==> src/rtl/mem_pkg.sv <==
// Shared types for the memory-access stage: memop codes, FSM states,
// and the latched store-request bundle.
package mem_pkg;

  typedef enum logic [2:0] {
    MEMOP_W  = 3'b000,
    MEMOP_H  = 3'b001,
    MEMOP_HU = 3'b010,
    MEMOP_B  = 3'b011,
    MEMOP_BU = 3'b100
  } memop_e;

  typedef enum logic [1:0] {
    IDLE = 2'b00,
    BUSY = 2'b01,
    DONE = 2'b10
  } state_e;

  typedef struct packed {
    logic [3:0]  be;
    logic [31:0] wdata;
  } st_fmt_t;

  function automatic logic op_legal(input logic [2:0] op);
    return op <= 3'b100;
  endfunction

endpackage

==> src/rtl/mem_access_load_extract.sv <==
// Load formatter: picks byte/half lane from a memory word and extends it.
// Ports: rdata (raw word), op (memop), lane (addr[1:0]) -> data (for WB).
module load_extract
  import mem_pkg::*;
(
  input  logic [31:0] rdata,
  input  logic [2:0]  op,
  input  logic [1:0]  lane,
  output logic [31:0] data
);

  logic [7:0]  b;
  logic [15:0] h;

  assign b = rdata[{lane, 3'b000} +: 8];
  assign h = lane[1] ? rdata[31:16] : rdata[15:0];

  always_comb begin
    data = rdata;
    unique case (1'b1)
      (op == MEMOP_H):  data = {{16{h[15]}}, h};
      (op == MEMOP_HU): data = {16'h0, h};
      (op == MEMOP_B):  data = {{24{b[7]}}, b};
      (op == MEMOP_BU): data = {24'h0, b};
      default:          data = rdata;
    endcase
  end

endmodule

==> src/rtl/mem_access.sv <==
// MEM stage: req/ack data-memory transaction, store lane formatting,
// load extraction, pipeline stall and misaligned/illegal access flag.
// Ports: pipeline side (valid_in, memread, memwrite, memop, aluout,
// writedata -> stall, readdata, readdata_valid, addr_err) and data-memory
// side (dm_req, dm_we, dm_addr, dm_be, dm_wdata <- dm_rdata, dm_ack).
module mem_access
  import mem_pkg::*;
#(
  parameter int ADDR_W = 32
) (
  input  logic              clk,
  input  logic              rst_n,
  input  logic              valid_in,
  input  logic              memread,
  input  logic              memwrite,
  input  logic [2:0]        memop,
  input  logic [ADDR_W-1:0] aluout,
  input  logic [31:0]       writedata,
  output logic              stall,
  output logic [31:0]       readdata,
  output logic              readdata_valid,
  output logic              addr_err,
  output logic              dm_req,
  output logic              dm_we,
  output logic [ADDR_W-1:0] dm_addr,
  output logic [3:0]        dm_be,
  output logic [31:0]       dm_wdata,
  input  logic [31:0]       dm_rdata,
  input  logic              dm_ack
);

  state_e      state, state_nxt;
  logic        access, both, bad_op, bad_st;
  logic        is_word, is_half, misalign;
  logic        err, accept;
  logic [1:0]  lane;
  logic [2:0]  op_q;
  logic [1:0]  lane_q;
  logic [31:0] ext;
  st_fmt_t     st;

  assign lane     = aluout[1:0];
  assign access   = valid_in && (memread || memwrite);
  assign both     = memread && memwrite;
  assign bad_op   = !op_legal(memop);
  assign bad_st   = memwrite &&
                    (memop == MEMOP_HU || memop == MEMOP_BU);
  assign is_word  = memop == MEMOP_W;
  assign is_half  = memop == MEMOP_H || memop == MEMOP_HU;
  assign misalign = (is_half && lane[0]) ||
                    (is_word && lane != 2'b00);
  assign err      = access &&
                    (both || bad_op || bad_st || misalign);
  assign accept   = state == IDLE && access && !err;

  // Loads always fetch the full word; lanes are picked on return.
  always_comb begin
    st.be    = 4'b1111;
    st.wdata = writedata;
    if (memwrite) begin
      unique case (1'b1)
        (memop == MEMOP_B): begin
          st.be    = 4'b0001 << lane;
          st.wdata = {4{writedata[7:0]}};
        end
        (memop == MEMOP_H): begin
          st.be    = 4'b0011 << {lane[1], 1'b0};
          st.wdata = {2{writedata[15:0]}};
        end
        default: ;
      endcase
    end
  end

  load_extract u_ext (
    .rdata (dm_rdata),
    .op    (op_q),
    .lane  (lane_q),
    .data  (ext)
  );

  always_ff @(posedge clk or negedge rst_n) begin
    if (!rst_n) state <= IDLE;
    else        state <= state_nxt;
  end

  always_comb begin
    state_nxt = state;
    unique case (state)
      IDLE:    if (accept) state_nxt = BUSY;
      BUSY:    if (dm_ack) state_nxt = DONE;
      DONE:    state_nxt = IDLE;
      default: state_nxt = IDLE;
    endcase
  end

  always_comb begin
    stall          = accept || state == BUSY;
    readdata_valid = state == DONE && !dm_we;
    addr_err       = state == IDLE && err;
  end

  always_ff @(posedge clk or negedge rst_n) begin
    if (!rst_n) begin
      dm_req   <= 1'b0;
      dm_we    <= 1'b0;
      dm_addr  <= '0;
      dm_be    <= 4'b0;
      dm_wdata <= 32'h0;
      op_q     <= 3'b0;
      lane_q   <= 2'b0;
      readdata <= 32'h0;
    end else if (accept) begin
      dm_req   <= 1'b1;
      dm_we    <= memwrite;
      dm_addr  <= {aluout[ADDR_W-1:2], 2'b00};
      dm_be    <= st.be;
      dm_wdata <= st.wdata;
      op_q     <= memop;
      lane_q   <= lane;
    end else if (state == BUSY && dm_ack) begin
      dm_req <= 1'b0;
      if (!dm_we) readdata <= ext;
    end
  end

endmodule

==> config.mk <==
export PLATFORM = sky130hd
export DESIGN_NAME = mem_access
export DESIGN_NICKNAME = d
export VERILOG_FILES = /design/src/rtl/mem_pkg.sv /design/src/rtl/mem_access_load_extract.sv /design/src/rtl/mem_access.sv
export SDC_FILE = /design/constraint.sdc
export NUM_CORES = 1
export LEC_CHECK = 0
export ABC_AREA = 1
export CORE_ASPECT_RATIO = 0.7
export CORE_MARGIN = 2
export CORE_UTILIZATION = 40
export CTS_CLUSTER_DIAMETER = 150
export CTS_CLUSTER_SIZE = 25
export DETAILED_ROUTE_END_ITERATION = 8
export GPL_TIMING_DRIVEN = 0
export PLACE_DENSITY = 0.7
export REMOVE_ABC_BUFFERS = 1
export SLEW_MARGIN = 20
export SYNTH_ARGS = -nofsm -noshare
export SYNTH_HDL_FRONTEND = slang
export SYNTH_SLANG_ARGS = --single-unit
==> constraint.sdc <==
create_clock -name clk -period 2.1 [get_ports clk]
set_clock_uncertainty 0.2 [all_clocks]
set_input_delay 0.21 -clock clk [delete_from_list [all_inputs] [get_ports clk]]
set_output_delay 0.21 -clock clk [all_outputs]
set_load 0.02 [all_outputs]
**Word level (Yosys, flattened, before mapping)**

Index checks and enable logic that the tools add are counted.

- Bits in registers: 107
- Bits of input ports: 105
- Output and inout bits: 105
- Logic and storage cells: 64

- $lt $le $gt $ge: 1
- Equality and inequality tests: 12
- Shift-type cells: 3
- Muxes and demuxes: 9
- Bitwise gates (word level): 2
- Reductions and logical operators: 28

Operators by type and width:

| kind | number |
|---|---|
| one-hot mux 32 bit (4 select lines) | 1 |
| one-hot mux 36 bit (2 select lines) | 1 |
| 2-to-1 mux 36 bit | 1 |
| indexed part select 32 x 6 -> 8 bit | 1 |
| 2-to-1 mux 16 bit | 1 |
| equality test 3 x 2 -> 1 bit (second input constant) | 4 |
| logical AND 1 bit | 11 |
| logical OR 1 bit | 8 |
| equality test 3 x 1 -> 1 bit (second input constant) | 2 |
| equality test 3 bit (second input constant) | 2 |
| 2-to-1 mux 2 bit | 2 |
| != test 2 bit (second input constant) | 2 |
| one-hot mux 2 bit (2 select lines) | 1 |
| nonzero test 2 bit | 2 |
| << shifter 1 x 2 -> 4 bit (first input constant) | 1 |
| << shifter 2 x 2 -> 4 bit (first input constant) | 1 |
| less-or-equal comparator 3 bit (second input constant) | 1 |
| logical NOT 1 bit | 3 |
| logical NOT 3 bit | 1 |
| AND reduction 3 bit | 1 |
| equality test 2 x 1 -> 1 bit (second input constant) | 1 |
| equality test 2 bit (second input constant) | 1 |
| logical NOT 2 bit | 1 |
| 2-to-1 mux 1 bit | 2 |
| other kinds (2) | 3 |

**Longest topological paths before layout**

Gate-level depths: netlist (run 1).

- Depth in word-level cells: 10
- Depth in mapped cells: 11
- Gate-level depth less buffers: 10

**Hierarchy**

Synthesis (run 1) repeated with hierarchy kept, for this count alone.

- Cell total of the unflattened synthesis: 791
- Area, all modules: 5,828.1 sq um

By module, submodules not included:

| module | instances | cells an instance | area each (sq um) | sequential area each (sq um) |
|---|---|---|---|---|
| mem_access | 1 | 559 | 4,844.6 | 2,677.6 |
| load_extract | 1 | 232 | 983.4 | 0.0 |

**Worst setup path before layout (run 1)**

No wires, ideal clock.

- Path type: register -> output
- Start point: register state[0]
- End point: output port stall
- Data arrival time: 1.349 ns
- Data required time: 1.690 ns
- Setup slack: 0.341 ns
- Stages on the path, launching flop included: 7
- Buffers on the path: 2
- Path through: dfrtp_1 > or2_1 > nor2_1 > nand3_2 > buf_6 > buf_6 > nand2_1

- Cells in the longest elaborated chain, start to end: 4
- Elaborated cells on any way between the ends: 5
- Those cells by class: eq/ne: 1; reduce/logical: 4

Ends and longest elaborated chain:

| element | RTL line | RTL |
|---|---|---|
| start: declaration | mem_access.sv:32 | `state_e state, state_nxt;` |
| start signal: assignment | mem_access.sv:84 | `else state <= state_nxt;` |
| logical NOT 2 bit | mem_access.sv:54 | `assign accept = state == IDLE && access && !err;` |
| logical AND 1 bit (2 in a row) | mem_access.sv:54 |  |
| logical OR 1 bit * | mem_access.sv:98 | `stall = accept \|\| state == BUSY;` |
| end: declaration | mem_access.sv:19 | `output logic stall,` |

Mark *: on every way between the ends. The rest lies on a longest branch, timed or not.

**Worst setup path after layout (run 1)**

- Start point: register state[0]
- End point: output port addr_err

- Cells in the longest elaborated chain, start to end: 2

Ends and longest elaborated chain:

| element | RTL line | RTL |
|---|---|---|
| logical NOT 2 bit | mem_access.sv:100 | `addr_err = state == IDLE && err;` |
| logical AND 1 bit | mem_access.sv:100 |  |
| end: declaration | mem_access.sv:22 | `output logic addr_err,` |

No other way between the ends.

==> results of run 1 <==
power groups by stage:
stage	clock network (mW)	logic, mW	registers (mW)
floorplan	0	1.41	4.01
global placement	0	4.29	3.25
detailed placement	0	4.36	3.24
CTS	1.88	4.42	3.25
global route	1.94	4.96	3.36
finish	1.84	4.51	3.26
kinds of logic (layout without fill, tap and decap cells):
logic type             count (synthesis)  count (layout)  synth area share [%]
DFF                                  107             107                  46.7
AOI/OAI and AO/OA                     41              41                  3.82
other                                  1               2                0.0654
and+or+nand+nor                      630             635                  43.0
buffers and inverters                 69             265                  6.40
Yosys cell counts, drive strengths merged:
library cell	count
inv	24
dfrtp	107
nand3	59
o21ai	36
a21oi	4
buf	28
conb	1
nor2	11
nor3	1
nand2	558
or2	1
clkbuf	17
o211ai	1
per-stage QoR:
step,setup TNS (ns),instance area (um^2)
2_1_floorplan,-34.69,5460
3_3_place_gp,-610.35,7770
3_5_place_dp,-112.55,7870
4_1_cts,0,8330
5_1_grt,-0.0355,8460
6_report,0,8460
sequential cells by signal, summed over array words and instances (netlist names):
name and cells:
op_q 3, dm_req 1, state 2, dm_we 1
readdata 32, dm_wdata 32, lane_q 2, dm_addr 30
dm_be 4
placed cells by master (no fill, tap or decap), types with 4 or more instances in the layout:
cell type,Yosys,routed
clkdlybuf4s50_1,0,201
dfrtp_1,107,105
nand2_1,556,553
o21ai_0,34,34
buf_12,0,5
clkinvlp_4,0,4
nand2_2,2,5
buf_4,4,9
inv_2,6,4
nand3_1,58,57
nor2_1,8,5
inv_1,18,16
clkbuf_16,0,9
nor2_4,1,9
timing repair:
item / in CTS / in global routing
setup endpoints to repair: 108 / 42
cloned: 4 / 2
buffers inserted: 7 / 6
resized for setup: 33 / 9
hold endpoints to repair: 107 / 0
pin swaps: 5 / 5
hold buffers: 1 / 0
worst paths after layout:
kind                       cells after the start           end    startpoint
min in group clk                               3   dm_addr[19]    aluout[19]
max                                            5      addr_err      state[0]
max reg2reg                                    7  readdata[21]     lane_q[1]
max in group asynchronous                      3  readdata[25]         rst_n
min reg2reg                                    2  readdata[22]  readdata[22]
min                                            2  dm_wdata[19]         rst_n
per-layer routing:
metal	track usage, %	share of wire (%)
met3	10.4	12
met5	0	0
met1	34.3	44
met2	37.8	43
met4	5.56	0.70
layout make-up:
class                           count  area, um^2
Fill cell                        1348        5500
Multi-Input combinational cell    678        2820
Sequential cell                   107        2680
Timing Repair Buffer              224        2290
Tap cell                          190         238
Clock buffer                        9         225
Inverter                           24         110
Clock inverter                      7        93.8
Timing Repair inverter              1        7.51
worst max-delay path, cell delays in order, from the launching register on:
cell     delay (ns)
dfrtp_1        0.41
or2_1          0.28
nor2_4         0.15
inv_2          0.11
a21oi_1        0.12
buf_2          0.20
==> run_summary.xml, run 1 <==
<?xml version="1.0" encoding="UTF-8"?>
<metrics>
  <group name="outcome">
    <metric name="outcome" unit="">finished, final reports clean</metric>
  </group>
  <group name="grt">
    <metric name="grt_pass1_wl" unit="um">30500</metric>
    <metric name="first_global_vias" unit="">5716</metric>
    <metric name="overflow" unit="">0</metric>
    <metric name="maximum_number_of_pins_on_one_net_before_global_route_repair" unit="">74</metric>
    <metric name="number_of_antenna_violations_at_the_first_check_in_global_routing" unit="">0</metric>
    <metric name="grt_usage" unit="%">25.2</metric>
  </group>
  <group name="clock_tree">
    <metric name="cts_bufs_inserted" unit="">9</metric>
    <metric name="clock_tree_from_tritoncts" unit="">done</metric>
    <metric name="clkSinkCount" unit="">107</metric>
    <metric name="max-clock-path-buffers" unit="">2</metric>
    <metric name="clkLatencyLatePin" unit="ns">0.35</metric>
    <metric name="root_buf_cell" unit="">clkbuf_16</metric>
    <metric name="cts_htree_levels" unit="">3</metric>
    <metric name="clk_transition_reported_paths" unit="ns">0.08</metric>
  </group>
  <group name="final_layout">
    <metric name="number_of_standard_cells_in_the_final_layout_excluding_fillers" unit="">1240</metric>
    <metric name="antenna_cells_inserted" unit="">0</metric>
    <metric name="areaGrowthSynthToFinish" unit="%">47.6</metric>
    <metric name="finalNetCount" unit="">1150</metric>
    <metric name="postLayoutCoreUtil" unit="%">60.6</metric>
    <metric name="drive_above_1_share" unit="%">6.38</metric>
  </group>
  <group name="timing">
    <metric name="setup_violations" unit="">0</metric>
    <metric name="hold_ws" unit="ns">0.109</metric>
    <metric name="report.final.slew_viol_count" unit="">0</metric>
    <metric name="setup_repair_after_global_routing_missed_its_margin" unit="">true</metric>
    <metric name="fin_crit" unit="ns">2.04</metric>
    <metric name="final.setup.worst_slack" unit="ns">0.0598</metric>
    <metric name="max_freq" unit="MHz">490</metric>
    <metric name="final_period_util" unit="%">97.2</metric>
    <metric name="tightestPinTransition" unit="ns">0.579</metric>
    <metric name="hold_violations" unit="">0</metric>
    <metric name="worst_slew_margin_rel" unit="%">61.4</metric>
  </group>
  <group name="placed_design">
    <metric name="port_buffers" unit="">207</metric>
    <metric name="placed_cells_incl_taps" unit="">1204</metric>
    <metric name="post_place_setup_slack" unit="ns">-1.39</metric>
    <metric name="dp_hpwl" unit="um">12300</metric>
    <metric name="gp_congestion" unit="">0.811</metric>
  </group>
  <group name="synthesis">
    <metric name="syn_avg_cell_area" unit="um^2">6.76</metric>
    <metric name="post_syn_instances" unit="">848</metric>
    <metric name="synth_top_area_share" unit="%">46.7</metric>
    <metric name="synth_area" unit="mm^2">0.00573</metric>
    <metric name="post_synth_main_area_contributors" unit="">dfrtp_1, nand2_1, nand3_1</metric>
    <metric name="netlist-cell-type-count" unit="">22</metric>
    <metric name="synth_area_leader_cell" unit="">dfrtp_1</metric>
    <metric name="synth.ff_latch_count" unit="">107</metric>
    <metric name="ys_warns" unit="">0</metric>
    <metric name="fraction_of_the_yosys_area_taken_by_sequential_cells" unit="%">46.7</metric>
  </group>
  <group name="setup_path">
    <metric name="crit_fanout" unit="">4</metric>
    <metric name="criticalPathCategory" unit="">flop to output port</metric>
    <metric name="arrival" unit="ns">1.63</metric>
    <metric name="timing.critical_path.required" unit="ns">1.69</metric>
    <metric name="r2r_setup_slack" unit="ns">0.15</metric>
    <metric name="critPathCaptureType" unit="">output port</metric>
    <metric name="cp-start-kind" unit="">flop</metric>
  </group>
  <group name="job">
    <metric name="maxCapViolCount" unit="">0</metric>
  </group>
  <group name="pwr">
    <metric name="power_per_cell_area" unit="mW/mm^2">1140</metric>
    <metric name="power_leakage" unit="nW">4.40</metric>
    <metric name="seq_power_share" unit="%">33.9</metric>
    <metric name="internal_power" unit="mW">5.71</metric>
    <metric name="irDropWorstVdd" unit="uV">616</metric>
    <metric name="clockPowerShare" unit="%">19.2</metric>
    <metric name="p_comb_share" unit="%">46.9</metric>
    <metric name="netSwitchingFraction" unit="%">40.7</metric>
    <metric name="totalPowerFinal" unit="mW">9.61</metric>
    <metric name="sw_power" unit="mW">3.91</metric>
  </group>
  <group name="die">
    <metric name="die_height" unit="um">104</metric>
    <metric name="die_area" unit="mm^2">0.0153</metric>
    <metric name="start_util" unit="%">41.0</metric>
    <metric name="boundaryPins" unit="">210</metric>
    <metric name="row_count" unit="">36</metric>
    <metric name="design.core.area" unit="mm^2">0.0140</metric>
    <metric name="die_w" unit="um">147</metric>
  </group>
  <group name="routing">
    <metric name="detailedRoute.firstPassIterationCount" unit="">5</metric>
    <metric name="drc_errors" unit="">0</metric>
    <metric name="routed-via-count" unit="">5954</metric>
    <metric name="drt.antenna.violating_nets" unit="">0</metric>
    <metric name="totalWireLength" unit="um">19000</metric>
    <metric name="drt_iter0_drc" unit="">347</metric>
    <metric name="route.detailed.vias_per_inst" unit="">4.80</metric>
    <metric name="final_routed_wire_length_divided_by_cell_count" unit="um">15.3</metric>
  </group>
  <group name="worst_hold_path">
    <metric name="hp-class" unit="">input port to asynchronous set/reset pin</metric>
  </group>
</metrics>
No activity file was read; power rests on OpenSTA's default activity.
==> inputs of run 2 (changes only) <==
--- a/config.mk
+++ b/config.mk
@@ -6,6 +6,7 @@
 export NUM_CORES = 1
 export LEC_CHECK = 0
 export ABC_AREA = 1
+export ABC_CLOCK_PERIOD_IN_PS = 2100
 export CORE_ASPECT_RATIO = 0.7
 export CORE_MARGIN = 2
 export CORE_UTILIZATION = 40
==> results of run 2 <==
Final layout, timing and power as in run 1 (identical DEF).
